`src/rtl/hash_table.sv`:
```
// Shared hash-table parameters used by the insert/delete engines and the free-list manager.
// Pure declarations, no logic and no latency.
// No flow control.
package hash_table;

  // Data-RAM address width, shared by every engine touching the data RAM.
  localparam int TABLE_ADDR_WIDTH = 4;

  // Number of free-list entries: one per data-RAM address.
  localparam int EMPTY_PTR_DEPTH = 2**TABLE_ADDR_WIDTH;

  // Free-list manager state.
  typedef enum logic {
    INIT_S = 1'b0,
    RUN_S  = 1'b1
  } eps_state_t;

endpackage

```
`src/rtl/empty_ptr_storage.sv`:
```
// Free-list of data-RAM pointers: self-fills with every address after reset, then runs as a circular FIFO.
// Latency: a push into an empty list is visible on next_empty_ptr_o one cycle later; head is read combinationally.
// Backpressure: none; pushes when full (without a same-cycle pop) are dropped and flagged, acks with no valid pointer are flagged.
module empty_ptr_storage
  import hash_table::*;
#(
  parameter int A_WIDTH = TABLE_ADDR_WIDTH,
  parameter int DEPTH   = 2**A_WIDTH
) (
  input  logic               clk_i,
  input  logic               rst_n_i,
  input  logic [A_WIDTH-1:0] add_empty_ptr_i,
  input  logic               add_empty_ptr_en_i,
  output logic [A_WIDTH-1:0] next_empty_ptr_o,
  output logic               next_empty_ptr_val_o,
  input  logic               next_empty_ptr_rd_ack_i,
  output logic               init_done_o,
  output logic [A_WIDTH:0]   free_cnt_o,
  output logic               overflow_err_o,
  output logic               underflow_err_o
);

  localparam logic [A_WIDTH:0]   FULL_CNT = (A_WIDTH+1)'(DEPTH);
  localparam logic [A_WIDTH:0]   CNT_ONE  = (A_WIDTH+1)'(1);
  localparam logic [A_WIDTH-1:0] PTR_ONE  = A_WIDTH'(1);
  localparam logic [A_WIDTH-1:0] LAST_IDX = A_WIDTH'(DEPTH-1);

  eps_state_t         state;
  logic [A_WIDTH-1:0] init_cnt;
  logic [A_WIDTH-1:0] rd_ptr;
  logic [A_WIDTH-1:0] wr_ptr;
  logic [A_WIDTH:0]   cnt;

  logic [A_WIDTH-1:0] mem [DEPTH];

  logic               head_vld;
  logic               pop;
  logic               push_acc;
  logic               mem_we;
  logic [A_WIDTH-1:0] mem_waddr;
  logic [A_WIDTH-1:0] mem_wdata;

  // A pointer is only offered once init has finished and the list is non-empty.
  assign head_vld = (state == RUN_S) && (cnt != '0);
  assign pop      = head_vld && next_empty_ptr_rd_ack_i;
  // When full, a push still fits if the head leaves in the same cycle.
  assign push_acc = (state == RUN_S) && add_empty_ptr_en_i && ((cnt != FULL_CNT) || pop);

  assign next_empty_ptr_val_o = head_vld;
  assign next_empty_ptr_o     = head_vld ? mem[rd_ptr] : '0;
  assign free_cnt_o           = cnt;

  // Storage write port: identity fill during init, returned pointers afterwards.
  always_comb begin
    mem_we    = 1'b0;
    mem_waddr = wr_ptr;
    mem_wdata = add_empty_ptr_i;
    if (state == INIT_S) begin
      mem_we    = 1'b1;
      mem_waddr = init_cnt;
      mem_wdata = init_cnt;
    end else if (push_acc) begin
      mem_we    = 1'b1;
    end
  end

  // Pointer storage; contents are not reset because init rewrites every entry.
  always_ff @(posedge clk_i) begin
    if (mem_we) begin
      mem[mem_waddr] <= mem_wdata;
    end
  end

  // Control FSM: init fill sequence, FIFO pointers/count and sticky error flags.
  always_ff @(posedge clk_i or negedge rst_n_i) begin
    if (!rst_n_i) begin
      state           <= INIT_S;
      init_cnt        <= '0;
      rd_ptr          <= '0;
      wr_ptr          <= '0;
      cnt             <= '0;
      init_done_o     <= 1'b0;
      overflow_err_o  <= 1'b0;
      underflow_err_o <= 1'b0;
    end else begin
      if (add_empty_ptr_en_i && !push_acc) begin
        overflow_err_o <= 1'b1;
      end
      if (next_empty_ptr_rd_ack_i && !head_vld) begin
        underflow_err_o <= 1'b1;
      end
      case (state)
        INIT_S: begin
          init_cnt <= init_cnt + PTR_ONE;
          cnt      <= cnt + CNT_ONE;
          // wr_ptr stays 0: after DEPTH writes it has logically wrapped back there.
          if (init_cnt == LAST_IDX) begin
            state       <= RUN_S;
            init_done_o <= 1'b1;
          end
        end
        RUN_S: begin
          if (pop) begin
            rd_ptr <= rd_ptr + PTR_ONE;
          end
          if (push_acc) begin
            wr_ptr <= wr_ptr + PTR_ONE;
          end
          case ({push_acc, pop})
            2'b10:   cnt <= cnt + CNT_ONE;
            2'b01:   cnt <= cnt - CNT_ONE;
            default: cnt <= cnt;
          endcase
        end
        default: state <= INIT_S;
      endcase
    end
  end

endmodule

```
`config.mk`:
```
export PLATFORM = sky130hd
export DESIGN_NAME = empty_ptr_storage
export DESIGN_NICKNAME = d
export VERILOG_FILES = /design/src/rtl/hash_table.sv /design/src/rtl/empty_ptr_storage.sv
export SDC_FILE = /design/constraint.sdc
export NUM_CORES = 1
export LEC_CHECK = 0
export CELL_PAD_IN_SITES_DETAIL_PLACEMENT = 1
export CELL_PAD_IN_SITES_GLOBAL_PLACEMENT = 1
export CORE_MARGIN = 4
export CORE_UTILIZATION = 54
export CTS_CLUSTER_SIZE = 16
export DETAILED_ROUTE_END_ITERATION = 10
export PLACE_DENSITY = 0.84
export SLEW_MARGIN = 20
export SYNTH_ARGS = -nofsm -noshare
export SYNTH_HDL_FRONTEND = slang
export SYNTH_SLANG_ARGS = --single-unit
```
`constraint.sdc`:
```
create_clock -name clk_i -period 4.2 [get_ports clk_i]
set_clock_uncertainty 0.1 [all_clocks]
set_input_delay 0.84 -clock clk_i [delete_from_list [all_inputs] [get_ports clk_i]]
set_output_delay 0.84 -clock clk_i [all_outputs]
set_load 0.02 [all_outputs]
```
Word-level counts from Yosys, hierarchy flattened
Memory sizes are Yosys's and may differ from the RTL's.
Index checks and enable logic that the tools add are counted.

cells by class
  add/sub/neg operators = 5
  equality and inequality tests = 5
  muxes and demuxes = 11
  bitwise gates (word level) = 1
  reductions and logical operators = 13

operators by type and width
  kind                                                   count
  one-hot mux 5 bit (2 select lines)                     2
  adder 4 x 1 -> 4 bit, second input constant            3
  2-to-1 mux 4 bit                                       3
  logical AND 1 bit                                      6
  2-to-1 mux 1 bit                                       6
  AND reduction 2 bit                                    3
  adder 5 x 1 -> 5 bit, second input constant            1
  inequality test 5 bit, second input constant           1
  nonzero test 5 bit                                     1
  subtractor 5 x 1 -> 5 bit, second input constant       1
  equality test 4 bit, second input constant             1
  inequality test 3 x 1 -> 1 bit, second input constant  1
  equality test 2 x 1 -> 1 bit, second input constant    1
  equality test 2 bit, second input constant             1
  logical NOT 1 bit                                      2
  logical OR 1 bit                                       1
  inverter 1 bit                                         1

storage, ports and cells
  register bits = 21
  memory bits (writable) = 64
  bits of input ports = 8
  output and inout port bits = 13
  logic and storage cells = 44
  memories kept = 1

memory list
  memory  depth  bits a word  rd ports  clocked after memory_dff  wr ports  RTL line                 RTL
  mem     16     4            1         0                         1         empty_ptr_storage.sv:34  logic [A_WIDTH-1:0] mem [DEPTH];

Depth between registers and ports, before layout
  depth after elaboration = 9
  mapped depth = 6
  gate-level depth less buffers = 6

Least setup slack after synthesis
OpenSTA, ideal clock, no wires.

  path kind = register to output
  from = reg cnt[0], in the netlist free_cnt_o[0]
  to = out next_empty_ptr_o[2]
  data arrival time = 1828 ps
  required time = 3260 ps
  setup slack = 1432 ps
  stages on the path, launching flop included = 7
  buffers on the path = 0
  cells stage by stage = dfrtp_1 > inv_1 > ha_1 > or4b_1 > nand2_1 > or2_2 > o22ai_1

on the way
  longest elaborated chain between the ends = 3

RTL lines
  what                      RTL line                  RTL
  start: declaration        empty_ptr_storage.sv:32   logic [A_WIDTH:0] cnt;
  start signal: assignment  empty_ptr_storage.sv:95   cnt <= cnt + CNT_ONE;
  start signal: assignment  empty_ptr_storage.sv:110  2'b10: cnt <= cnt + CNT_ONE;
  start signal: assignment  empty_ptr_storage.sv:111  2'b01: cnt <= cnt - CNT_ONE;
  nonzero test 5 bit        empty_ptr_storage.sv:44   assign head_vld = (state == RUN_S) && (cnt != '0);
  logical AND 1 bit         empty_ptr_storage.sv:44
  2-to-1 mux 4 bit          empty_ptr_storage.sv:50   assign next_empty_ptr_o = head_vld ? mem[rd_ptr] : '0;
  end: declaration          empty_ptr_storage.sv:14   output logic [A_WIDTH-1:0] next_empty_ptr_o,

No other way between the ends.

Worst setup path after layout
  from = reg cnt[1], in the netlist free_cnt_o[1]
  to = out next_empty_ptr_o[2]

The elaborated chain is that of the path after synthesis.

==> metrics.txt <==
run status complete, no violations; Skew-Pair Late Insertion Delay 0.36 ns; Die Wd 91.83 um; Startpoint Class register; slew at the pin closest to its max-slew limit 0.8595 ns; Post-synth EDFFs 64; critical path capture point type primary output; grt ovf 0; DP HPWL 5743 um; slew margin rel. 42.26%; Max Cap Viol 0; Final setup viols 0; asr flop ratio synth 24.71%; routability congestion estimate 0.8038; crit path buf inv count 2; Synth-to-Final Area Change 11.54%; final wirelength 8270 um; first-pass GRT wire length 13,330 um; die height 91.83 um; Hold Buf Count CTS 0; Cell Rows 30; largest net degree at the start of global routing 29; io pins 21; CP required 3.26 ns; Peak Freq 270.2 MHz; worst hold path class primary input to asynchronous set/reset pin; crit-path max FO 6; Placeable Area 6794 um^2; Final min period 3.701 ns; CP cell instances inv_1, ha_1, or4b_1, nand2_1, or2_2, o22ai_1, clkdlybuf4s50_1; synth cell count leaders edfxtp_1 (64), dfrtp_1 (21), mux4_2 (16), nand2_1 (16), nor3_1 (16); sequential area share after synthesis 64.49%; Seq cells post-synth 85; Setup TNS Final 0 ns; Vias 2,150; Clock Pin Slew Worst Setup and Hold Paths 0.10 ns; Max stage delay on crit path 0.66 ns; Tcrit/Tclk final 88.11%; Max Slew Vio Count 0; Slowest-stage cell, CP clkdlybuf4s50_1; vias in the first global route 2,306; Crit Path Category register to primary output; Layout Nets 274; setup repair bufs after CTS 0; Via density 5.939; crit path DAT 2.76 ns; layout cell share with drive strength beyond 1 18.05%; maximum clock insertion buffer count 2; final hold viol count 0; top cells by area, synth edfxtp_1 (51%), dfrtp_1 (14%), mux4_2 (9.5%), xnor2_1 (2.3%), mux2i_1 (2.1%); leading area contributor after synthesis edfxtp_1; initial antenna violation count 0; H-tree Lvls 3; power per cell area 638.6 nW/um^2; RSZ-0062 raised after global routing false; CTS tree built; number of diodes 0; top cell type's share of synthesized area 50.64%; total CTS buffers 9; Synth Warn # 0; IR Drop Worst-Case VDD 0.2961 mV; CP top delay family buffers and inverters; clock sink count 85; Initial Util 55.86%; Syn Nets 254; initial DRC count 196; Main synth FF type edfxtp_1; Tot Pwr 0.002703 W; Syn Area/Cell 15.75 um^2; Synth cell types 50; most common cell in the synthesized netlist edfxtp_1; P_leak 1.468 nW; I/O Buffers 20; DIE AREA 8433 um^2; Post-route DRC 0; Wirelength per Cell 22.85 um; GRT Util Overall 21.55%; Synth Instances 241; area of the mapped netlist 3795 um^2; CTS resizes 0; DRT antenna net count 0; first-pass detailed-route iteration total 4; Root Driver clkbuf_8
## worst paths after layout
path / start / to / slack (ns) / depth (start not counted)
worst max-delay path: free_cnt_o[1]$_DFFE_PN0P_ / next_empty_ptr_o[2] / 0.50 / 7
worst min-delay path: rst_n_i / wr_ptr[0]$_DFFE_PN0P_ / 0.34 / 1
worst max register to register: free_cnt_o[1]$_DFFE_PN0P_ / mem[0][2]$_DFFE_PP_ / 1.50 / 6
worst min register to register: init_done_o$_DFFE_PN0P_ / init_done_o$_DFFE_PN0P_ / 0.39 / 1
max in group asynchronous: rst_n_i / state$_DFF_PN0_ / 3.31 / 1
min in group clk_i: init_done_o$_DFFE_PN0P_ / init_done_o$_DFFE_PN0P_ / 0.39 / 1
## report_power, final
part / internal [W] / switching, W
clock: 0.000217 / 0.000309
combinational: 0.000467 / 0.000495
sequential: 0.00103 / 0.000182
## flip-flops by register name, summed over array words and instances (netlist names)
signal	cells
free_cnt_o	5
init_cnt	4
init_done_o	1
mem	64
overflow_err_o	1
rd_ptr	4
state	1
underflow_err_o	1
wr_ptr	4
## final cells by class
cell class                      instances  area [um^2]
Inverter                                7        26.28
Sequential cell                        85         2447
Clock inverter                          7        50.05
Fill cell                             614         2561
Timing Repair Buffer                   22        210.2
Tap cell                               96        120.1
Clock buffer                            9        123.9
Multi-Input combinational cell        136         1255
## cells in the final DEF (no fill, tap or decap), types with 4 or more instances in the layout
master           instances
edfxtp_1                64
dfrtp_1                 21
clkdlybuf4s50_1         19
nand2_1                 16
mux4_2                  16
nor3_1                  16
xnor2_1                 10
clkbuf_8                 9
mux2i_1                  8
inv_1                    7
nor2_1                   6
nand3_1                  5
ha_1                     5
o22ai_1                  4
mux2_2                   4
nand4_1                  4
## layer usage
| metal | up-vias | global-route usage, % | wire, um | part of all wire, % |
|---|---|---|---|---|
| met5 | - | 0 | 0 | 0 |
| met4 | 0 | 10.40 | 218 | 2.6 |
| met3 | 13 | 4.020 | 382 | 4.6 |
| met2 | 49 | 34.69 | 4154 | 50 |
| met1 | 1105 | 28.37 | 3515 | 43 |
| li1 | 983 | - | - | - |
## logic make-up after synthesis
logic type | count (synthesis) | share of synthesized area, %
xor+xnor | 13 | 3.000
buf+inv | 20 | 2.440
fa+ha+maj | 5 | 1.649
mux | 28 | 12.79
flops | 85 | 64.49
compound gates | 27 | 6.429
simple gates | 63 | 9.199
## per-stage QoR
stage / setup WS, ns / instance area [um^2] / util [%] / instances / hold WS [ns]
floorplan: 1.432 / 3795 / - / 241 / 0.3779
global placement: 1.002 / 4064 / 59.82 / 346 / 0.3673
detailed placement: 0.9244 / 4064 / 59.82 / 346 / 0.3651
CTS: 0.5047 / 4238 / 62.38 / 362 / 0.3956
global route: 0.3717 / 4233 / 62.30 / 362 / 0.3578
finish: 0.4992 / 4233 / 62.30 / 362 / 0.3361
Note: power is estimated with default switching activity, not from simulation.
